File: config.mk
export PLATFORM = sky130hd
export DESIGN_NAME = string_feeder
export DESIGN_NICKNAME = d
export VERILOG_FILES = /design/src/rtl/string_feeder.sv
export SDC_FILE = /design/constraint.sdc
export NUM_CORES = 1
export LEC_CHECK = 0
export CAP_MARGIN = 20
export CORE_MARGIN = 2
export CORE_UTILIZATION = 40
export CTS_CLUSTER_DIAMETER = 40
export DETAILED_ROUTE_END_ITERATION = 8
export PLACE_DENSITY = 0.7
export SETUP_SLACK_MARGIN = 0.3
export SYNTH_ARGS = -nofsm -noshare
export SYNTH_HDL_FRONTEND = slang
export SYNTH_SLANG_ARGS = --single-unit
export TNS_END_PERCENT = 30
File: constraint.sdc
create_clock -name clk -period 2 [get_ports clk]
set_input_delay 0.2 -clock clk [delete_from_list [all_inputs] [get_ports clk]]
set_output_delay 0.2 -clock clk [all_outputs]
set_load 0.05 [all_outputs]
File: src/rtl/string_feeder.sv
// string_feeder: paces pixels from an upstream FIFO into a serial LED string driver.
// Define STRING_FEEDER_GRB_EN to reorder pixels to {G,R,B} wire order at load time.
module string_feeder #(
  parameter int unsigned PIXELS_PER_STRING = 150,
  parameter int unsigned CNT_W             = 10
) (
  input  logic        clk,
  input  logic        rst_n,
  input  logic        frame_start,
  input  logic [23:0] fifo_data,
  input  logic        fifo_empty,
  output logic        fifo_rd_en,
  output logic [23:0] pixel_data,
  output logic        pixel_data_valid,
  output logic        h_blank,
  input  logic        string_ready,
  output logic        busy,
  output logic        underrun,
  input  logic        underrun_clr
);

  localparam int unsigned PIX_W = 24;

  typedef enum logic [3:0] {
    IDLE,
    FETCH,
    LOAD,
    SEND,
    HOLD,
    WAIT_RDY,
    BLANK,
    BLANK_HOLD,
    BLANK_WAIT
  } state_t;

  state_t             state_q, state_d;
  logic [CNT_W-1:0]   cnt_q, cnt_d;
  logic [PIX_W-1:0]   pix_q, pix_d;
  logic [PIX_W-1:0]   pix_order;
  logic               rd_en_q, rd_en_d;
  logic               valid_q, valid_d;
  logic               hblank_q, hblank_d;
  logic               busy_q, busy_d;
  logic               underrun_q, underrun_d;
  logic               underrun_set;

`ifdef STRING_FEEDER_GRB_EN
  assign pix_order = {fifo_data[15:8], fifo_data[23:16], fifo_data[7:0]};
`else
  assign pix_order = fifo_data;
`endif

  // Pops are decided one cycle ahead so fifo_rd_en is a flop output and lands in FETCH.
  always_comb begin
    state_d      = state_q;
    cnt_d        = cnt_q;
    pix_d        = pix_q;
    rd_en_d      = 1'b0;
    valid_d      = 1'b0;
    hblank_d     = 1'b0;
    busy_d       = busy_q;
    underrun_set = 1'b0;

    case (state_q)
      IDLE: begin
        if (frame_start && string_ready) begin
          cnt_d   = CNT_W'(PIXELS_PER_STRING);
          busy_d  = 1'b1;
          rd_en_d = ~fifo_empty;
          state_d = FETCH;
        end
      end
      FETCH: begin
        if (rd_en_q) begin
          state_d = LOAD;
        end else if (fifo_empty) begin
          underrun_set = 1'b1;
        end else begin
          rd_en_d = 1'b1;
        end
      end
      LOAD: begin
        pix_d   = pix_order;
        valid_d = 1'b1;
        state_d = SEND;
      end
      SEND: begin
        cnt_d   = cnt_q - CNT_W'(1);
        state_d = HOLD;
      end
      HOLD: begin
        state_d = WAIT_RDY;
      end
      WAIT_RDY: begin
        if (string_ready) begin
          if (cnt_q != '0) begin
            rd_en_d = ~fifo_empty;
            state_d = FETCH;
          end else begin
            hblank_d = 1'b1;
            state_d  = BLANK;
          end
        end
      end
      BLANK: begin
        state_d = BLANK_HOLD;
      end
      BLANK_HOLD: begin
        state_d = BLANK_WAIT;
      end
      BLANK_WAIT: begin
        if (string_ready) begin
          busy_d  = 1'b0;
          state_d = IDLE;
        end
      end
      default: begin
        state_d = IDLE;
      end
    endcase

    // A stall in the same cycle as a clear keeps the flag set.
    underrun_d = underrun_set | (underrun_q & ~underrun_clr);
  end

  always_ff @(posedge clk or negedge rst_n) begin
    if (!rst_n) begin
      state_q    <= IDLE;
      cnt_q      <= '0;
      pix_q      <= '0;
      rd_en_q    <= 1'b0;
      valid_q    <= 1'b0;
      hblank_q   <= 1'b0;
      busy_q     <= 1'b0;
      underrun_q <= 1'b0;
    end else begin
      state_q    <= state_d;
      cnt_q      <= cnt_d;
      pix_q      <= pix_d;
      rd_en_q    <= rd_en_d;
      valid_q    <= valid_d;
      hblank_q   <= hblank_d;
      busy_q     <= busy_d;
      underrun_q <= underrun_d;
    end
  end

  assign fifo_rd_en       = rd_en_q;
  assign pixel_data       = pix_q;
  assign pixel_data_valid = valid_q;
  assign h_blank          = hblank_q;
  assign busy             = busy_q;
  assign underrun         = underrun_q;

endmodule
**Word-level counts from Yosys, hierarchy flattened**

Cells that the tools add are included.

- Output and inout bits: 29
- Register bits: 43
- Logic and storage cells: 57
- Input port bits: 30

- Reduce and logical (&&, ||, !) cells: 8
- Add/sub/neg operators: 1
- Equality and inequality tests: 12
- Bitwise gates (word level): 4
- Mux-type cells: 24

Operators with widths:

| cell | number |
|---|---|
| case mux 4 bit (9 select lines) | 1 |
| case mux 10 bit (2 select lines) | 1 |
| equality test 4 x 3 -> 1 bit, second input constant | 4 |
| 2-to-1 mux 4 bit | 4 |
| 2-to-1 mux 1 bit | 14 |
| 2-to-1 mux 10 bit | 1 |
| nonzero test 10 bit | 1 |
| subtractor 10 x 1 -> 10 bit, second input constant | 1 |
| equality test 4 x 2 -> 1 bit, second input constant | 2 |
| inequality test 2 bit, second input constant | 4 |
| equality test 4 x 1 -> 1 bit, second input constant | 1 |
| equality test 4 bit, second input constant | 1 |
| logical NOT 4 bit | 1 |
| AND reduction 4 bit | 1 |
| nonzero test 2 bit | 2 |
| 2-to-1 mux 3 bit | 1 |
| case mux 1 bit (3 select lines) | 1 |
| AND reduction 3 bit | 1 |
| inverter 1 bit | 2 |
| case mux 1 bit (2 select lines) | 1 |
| AND reduction 2 bit | 1 |
| bitwise AND 1 bit | 1 |
| logical AND 1 bit | 1 |
| OR 1 bit | 1 |

**Depth between registers and ports, before layout**

- Depth in word-level cells: 4
- Depth in mapped cells: 6
- Gate-level depth less buffers: 6

**Least setup slack after synthesis**

Ideal clock, no wire load.

- Kind: reg-to-reg
- Start: register state_q[2]
- End: register cnt_q[6]
- Setup slack: 240 ps
- Clock period less this slack: 1,760 ps
- Data arrival time: 1,637 ps
- Buffers on the path: 1
- Cell stages (with the launch flop): 6
- Required time: 1,877 ps
- Setup time: 123 ps
- Cells stage by stage: dfrtp_1 -> buf_6 -> nand4bb_4 -> or3b_4 -> or4_4 -> mux2i_1

- Word-level cells in the longest chain between the ends: 3
- Elaborated cells on any way between the ends: 6
- Classes of those cells: eq/ne: 2; mux: 1; reduce/logical: 3

Ends and longest elaborated chain:

| item | line | source |
|---|---|---|
| start, declared | 36 | `state_t state_q, state_d;` |
| start signal, assigned | 137 | `state_q <= state_d;` |
| equality test 4 x 2 -> 1 bit / logical NOT 4 bit (equally long branches) | 64 | `case (state_q)` |
| nonzero test 2 bit (no source line) / inequality test 2 bit (equally long branches) | - |  |
| AND reduction 2 bit (no source line) | - |  |
| end signal, assigned | 138 | `cnt_q <= cnt_d;` |
| end, declared | 37 | `logic [CNT_W-1:0] cnt_q, cnt_d;` |

Several ways; a longest one is shown, not always the timed one.
A chain may end at the register's enable or synchronous reset.

**Final worst setup path**

- Start: register cnt_q[3]
- End: register state_q[0]

- Word-level cells in the longest chain between the ends: 4

Ends and longest elaborated chain:

| item | line | source |
|---|---|---|
| nonzero test 10 bit | 96 | `if (cnt_q != '0) begin` |
| 2-to-1 mux 3 bit | 96 |  |
| 2-to-1 mux 4 bit | 95 | `if (string_ready) begin` |
| case mux 4 bit (9 select lines) | 64 |  |

Every way passes these cells. The select of a mux whose other input is x is not followed.

==> impl_metrics.json <==
{
  "cp_max_fo": 6,
  "clock_tree.buffer_depth": 2,
  "num_antenna_cells": 0,
  "place_congestion": 0.826,
  "synth.cell_area_sq_mm": 0.00192,
  "setup.worst_path.end_class": "register",
  "syn-instance-count": 151,
  "postSynthAreaPerCell_sq_um": 12.7,
  "ant_nets": 0,
  "floorplan.io_pins": 59,
  "post_drt_via_cell_ratio": 5.30,
  "cts_made_buffers": 5,
  "grt_max_degree": 26,
  "rsz0062_at_grt": "yes",
  "power.leakage_nw": 1.17,
  "die_width_microns": 73.4,
  "dominant_combinational_cell_family_by_area_after_synthesis": "multiplexers",
  "worst_r2r_path_depth": 4,
  "placeableCoreArea_sq_mm": 0.00469,
  "dpl.cell_count": 263,
  "crit_path_start_kind": "register",
  "clock_tree_from_tritoncts": "done",
  "gr-total-overflow": 0,
  "insertion_delay_ns": 0.29,
  "holdCritPathClass": "in2async",
  "route.final.wire_length_microns": 4530,
  "timing_worst_setup_path_type": "reg2reg",
  "port_buffers": 58,
  "post_route_cells_drive_above_1_share": 0.281,
  "synthesis.yosys.warnings": 0,
  "crit_arrival_ns": 2.03,
  "initial_utilization": 0.410,
  "synth_xor_xnor_area_share": 0,
  "final_worst_path_period_share": 0.925,
  "die_h_microns": 73.4,
  "tightestPinTransition_ns": 0.546,
  "hpwl_microns": 3120,
  "route.detailed.drc": 0,
  "max_freq_ghz": 0.540,
  "worstPathRequired_ns": 2.18,
  "unique_masters_post_synth": 35,
  "timing.final.hold_violations": 0,
  "dp_worst_setup_slack_ns": 0.103,
  "ys_seq_elements": 43,
  "synth_enable_flop_cells": 0,
  "grt_antenna_before_repair": 0,
  "clock_tree.htree_level_count": 2,
  "max_transition_viols_final": 0,
  "outcome": "finished clean",
  "maxCapViolations": 0,
  "async_reset_ff_frac": 1.00,
  "wire_length_of_the_first_global_routing_pass_microns": 7290,
  "synth_adder_area_share": 0.00650,
  "layout_min_cycle_time_ns": 1.85,
  "cts_sinks": 43,
  "synth_area_leader_cell": "sky130_fd_sc_hd__dfrtp_1",
  "post_layout_nonfiller_instances": 282,
  "synth.area.mux_share": 0.183,
  "finalSetupTns_ns": 0,
  "final_area_sq_mm": 0.00283,
  "root_buffer": "sky130_fd_sc_hd__clkbuf_8",
  "finalSetupViolations": 0,
  "synth_top_cells_by_area": "sky130_fd_sc_hd__dfrtp_1 (56%), sky130_fd_sc_hd__mux2_2 (15%), sky130_fd_sc_hd__mux2i_1 (3.6%)",
  "powerDensity_mw_per_mm2": 1700,
  "postSynthNetCount": 182,
  "worst_slew_margin_rel": 0.636,
  "finalNetCount": 258,
  "cts.clk_slew.worst_paths_ns": 0.08,
  "yosys.area.top_type_share": 0.559,
  "synth-simple-area-share": 0.161,
  "floorplan.rows": 25,
  "synth_compound_area_frac": 0.0644,
  "gr-usage-all-layers": 0.176,
  "wl_per_cell_microns": 16.0,
  "setup_slack_ns": 0.149,
  "dpl_cell_area_sq_mm": 0.00261,
  "final.setup_skew_ns": 0.0104,
  "seq_area_frac_synth": 0.559,
  "area_growth_syn_to_layout_pct": 47.2,
  "dr_total_vias": 1496,
  "grt_pass1_vias": 1568,
  "ys_dominant_reg_cell": "sky130_fd_sc_hd__dfrtp_1",
  "drt-initial-drc-count": 48,
  "fp.dieArea_sq_mm": 0.00538,
  "firstDrtPassIters": 4,
  "peak_vdd_ir_uv": 1030,
  "final_core_utilization": 0.604
}
-- metrics by stage --
stage | hold slack (ns) | power [mW]
floorplan | -0.0956 | 3.23
global placement | 0.204 | 4.07
detailed placement | 0.219 | 4.14
CTS | 0.434 | 4.74
global route | 0.468 | 5.08
finish | 0.417 | 4.82
-- cell usage in the layout (no fill, tap or decap), drive strengths merged, types with 3 or more instances in the layout --
cell type and count:
nand3 4, nor2 13, clkdlybuf4s50 57, or4 3, buf 17, nor4 4
o21ai 6, nor2b 4, nand2 6, mux2i 7, clkbuf 8, nand2b 3
mux2 25, nor3 3, dfrtp 43, inv 3
-- area by class of cell --
type | instances | area [sq um]
inverters | 3 | 11.3
clock buffers | 6 | 72.6
well taps | 54 | 67.6
multi-input cells | 97 | 820
repair buffers | 77 | 772
fillers | 384 | 1860
flip-flops and latches | 43 | 1080
clock inverters | 2 | 12.5
-- registers in the layout, summed over array words and instances (netlist names) --
register	cells
busy	1
fifo_rd_en	1
pixel_data_valid	1
h_blank	1
state_q	4
pixel_data	24
cnt_q	10
underrun	1
-- where the power goes --
group | internal [mW] | total (mW) | switching, mW
combinational | 1.16 | 2.79 | 1.63
sequential | 1.24 | 1.50 | 0.261
clock | 0.244 | 0.531 | 0.287
total | 2.65 | 4.82 | 2.17
-- per-layer routing --
| layer | GRT usage | wire [microns] |
|---|---|---|
| met5 | 0 | 0 |
| met1 | 0.216 | 1840 |
| met3 | 0.0453 | 181 |
| met4 | 0.0646 | 76 |
| met2 | 0.299 | 2420 |
-- repair_timing --
action                                 4_1_cts  5_1_grt
resized for setup                            2        5
endpoints found under the hold margin       22        0
buffers inserted                             3        5
gates cloned                                 0        2
hold buffers                                 1        0
pin swaps                                    3        3
setup endpoints to repair                    9       46
-- Yosys cell counts (2+ instances only) --
cell                       instances
sky130_fd_sc_hd__dfrtp_1          43
sky130_fd_sc_hd__mux2_2           25
sky130_fd_sc_hd__nor2_1           13
sky130_fd_sc_hd__mux2i_1           7
sky130_fd_sc_hd__nand2_1           6
sky130_fd_sc_hd__o21ai_0           6
sky130_fd_sc_hd__clkbuf_1          5
sky130_fd_sc_hd__nand3_1           4
sky130_fd_sc_hd__nor2b_1           4
sky130_fd_sc_hd__inv_1             3
sky130_fd_sc_hd__nand2b_1          3
sky130_fd_sc_hd__a211oi_1          2
sky130_fd_sc_hd__a21oi_1           2
sky130_fd_sc_hd__buf_2             2
sky130_fd_sc_hd__nand4_1           2
sky130_fd_sc_hd__nor3_1            2
sky130_fd_sc_hd__nor4_1            2
sky130_fd_sc_hd__o41ai_1           2
sky130_fd_sc_hd__or4_4             2
-- critical path, stage by stage (launching register included) --
cell                       delay [ns]
sky130_fd_sc_hd__dfrtp_2         0.44
sky130_fd_sc_hd__or4_4           0.57
sky130_fd_sc_hd__nor4_4          0.34
sky130_fd_sc_hd__a211oi_1        0.12
sky130_fd_sc_hd__mux2_2          0.28
-- cell families (layout without fill, tap and decap cells) --
group	after synthesis	after routing
AO/OA/AOI/OAI	17	17
multiplexers	32	32
AND/OR/NAND/NOR	47	47
flip-flops	43	43
adder cells (fa/ha/maj)	1	1
buffers and inverters	11	88
-- path summary, 6_finish.rpt --
| kind | startpoint | endpoint | slack, ns |
|---|---|---|---|
| setup / recovery | cnt_q[3] | state_q[0] | 0.15 |
| hold / removal | rst_n | busy | 0.42 |
| setup reg to reg | cnt_q[3] | state_q[0] | 0.15 |
| hold reg to reg | cnt_q[6] | cnt_q[6] | 0.50 |
| max in group asynchronous | rst_n | pixel_data[23] | 1.01 |
| min in group clk | underrun_clr | underrun | 0.47 |
Power figures use the tool's default switching activity.
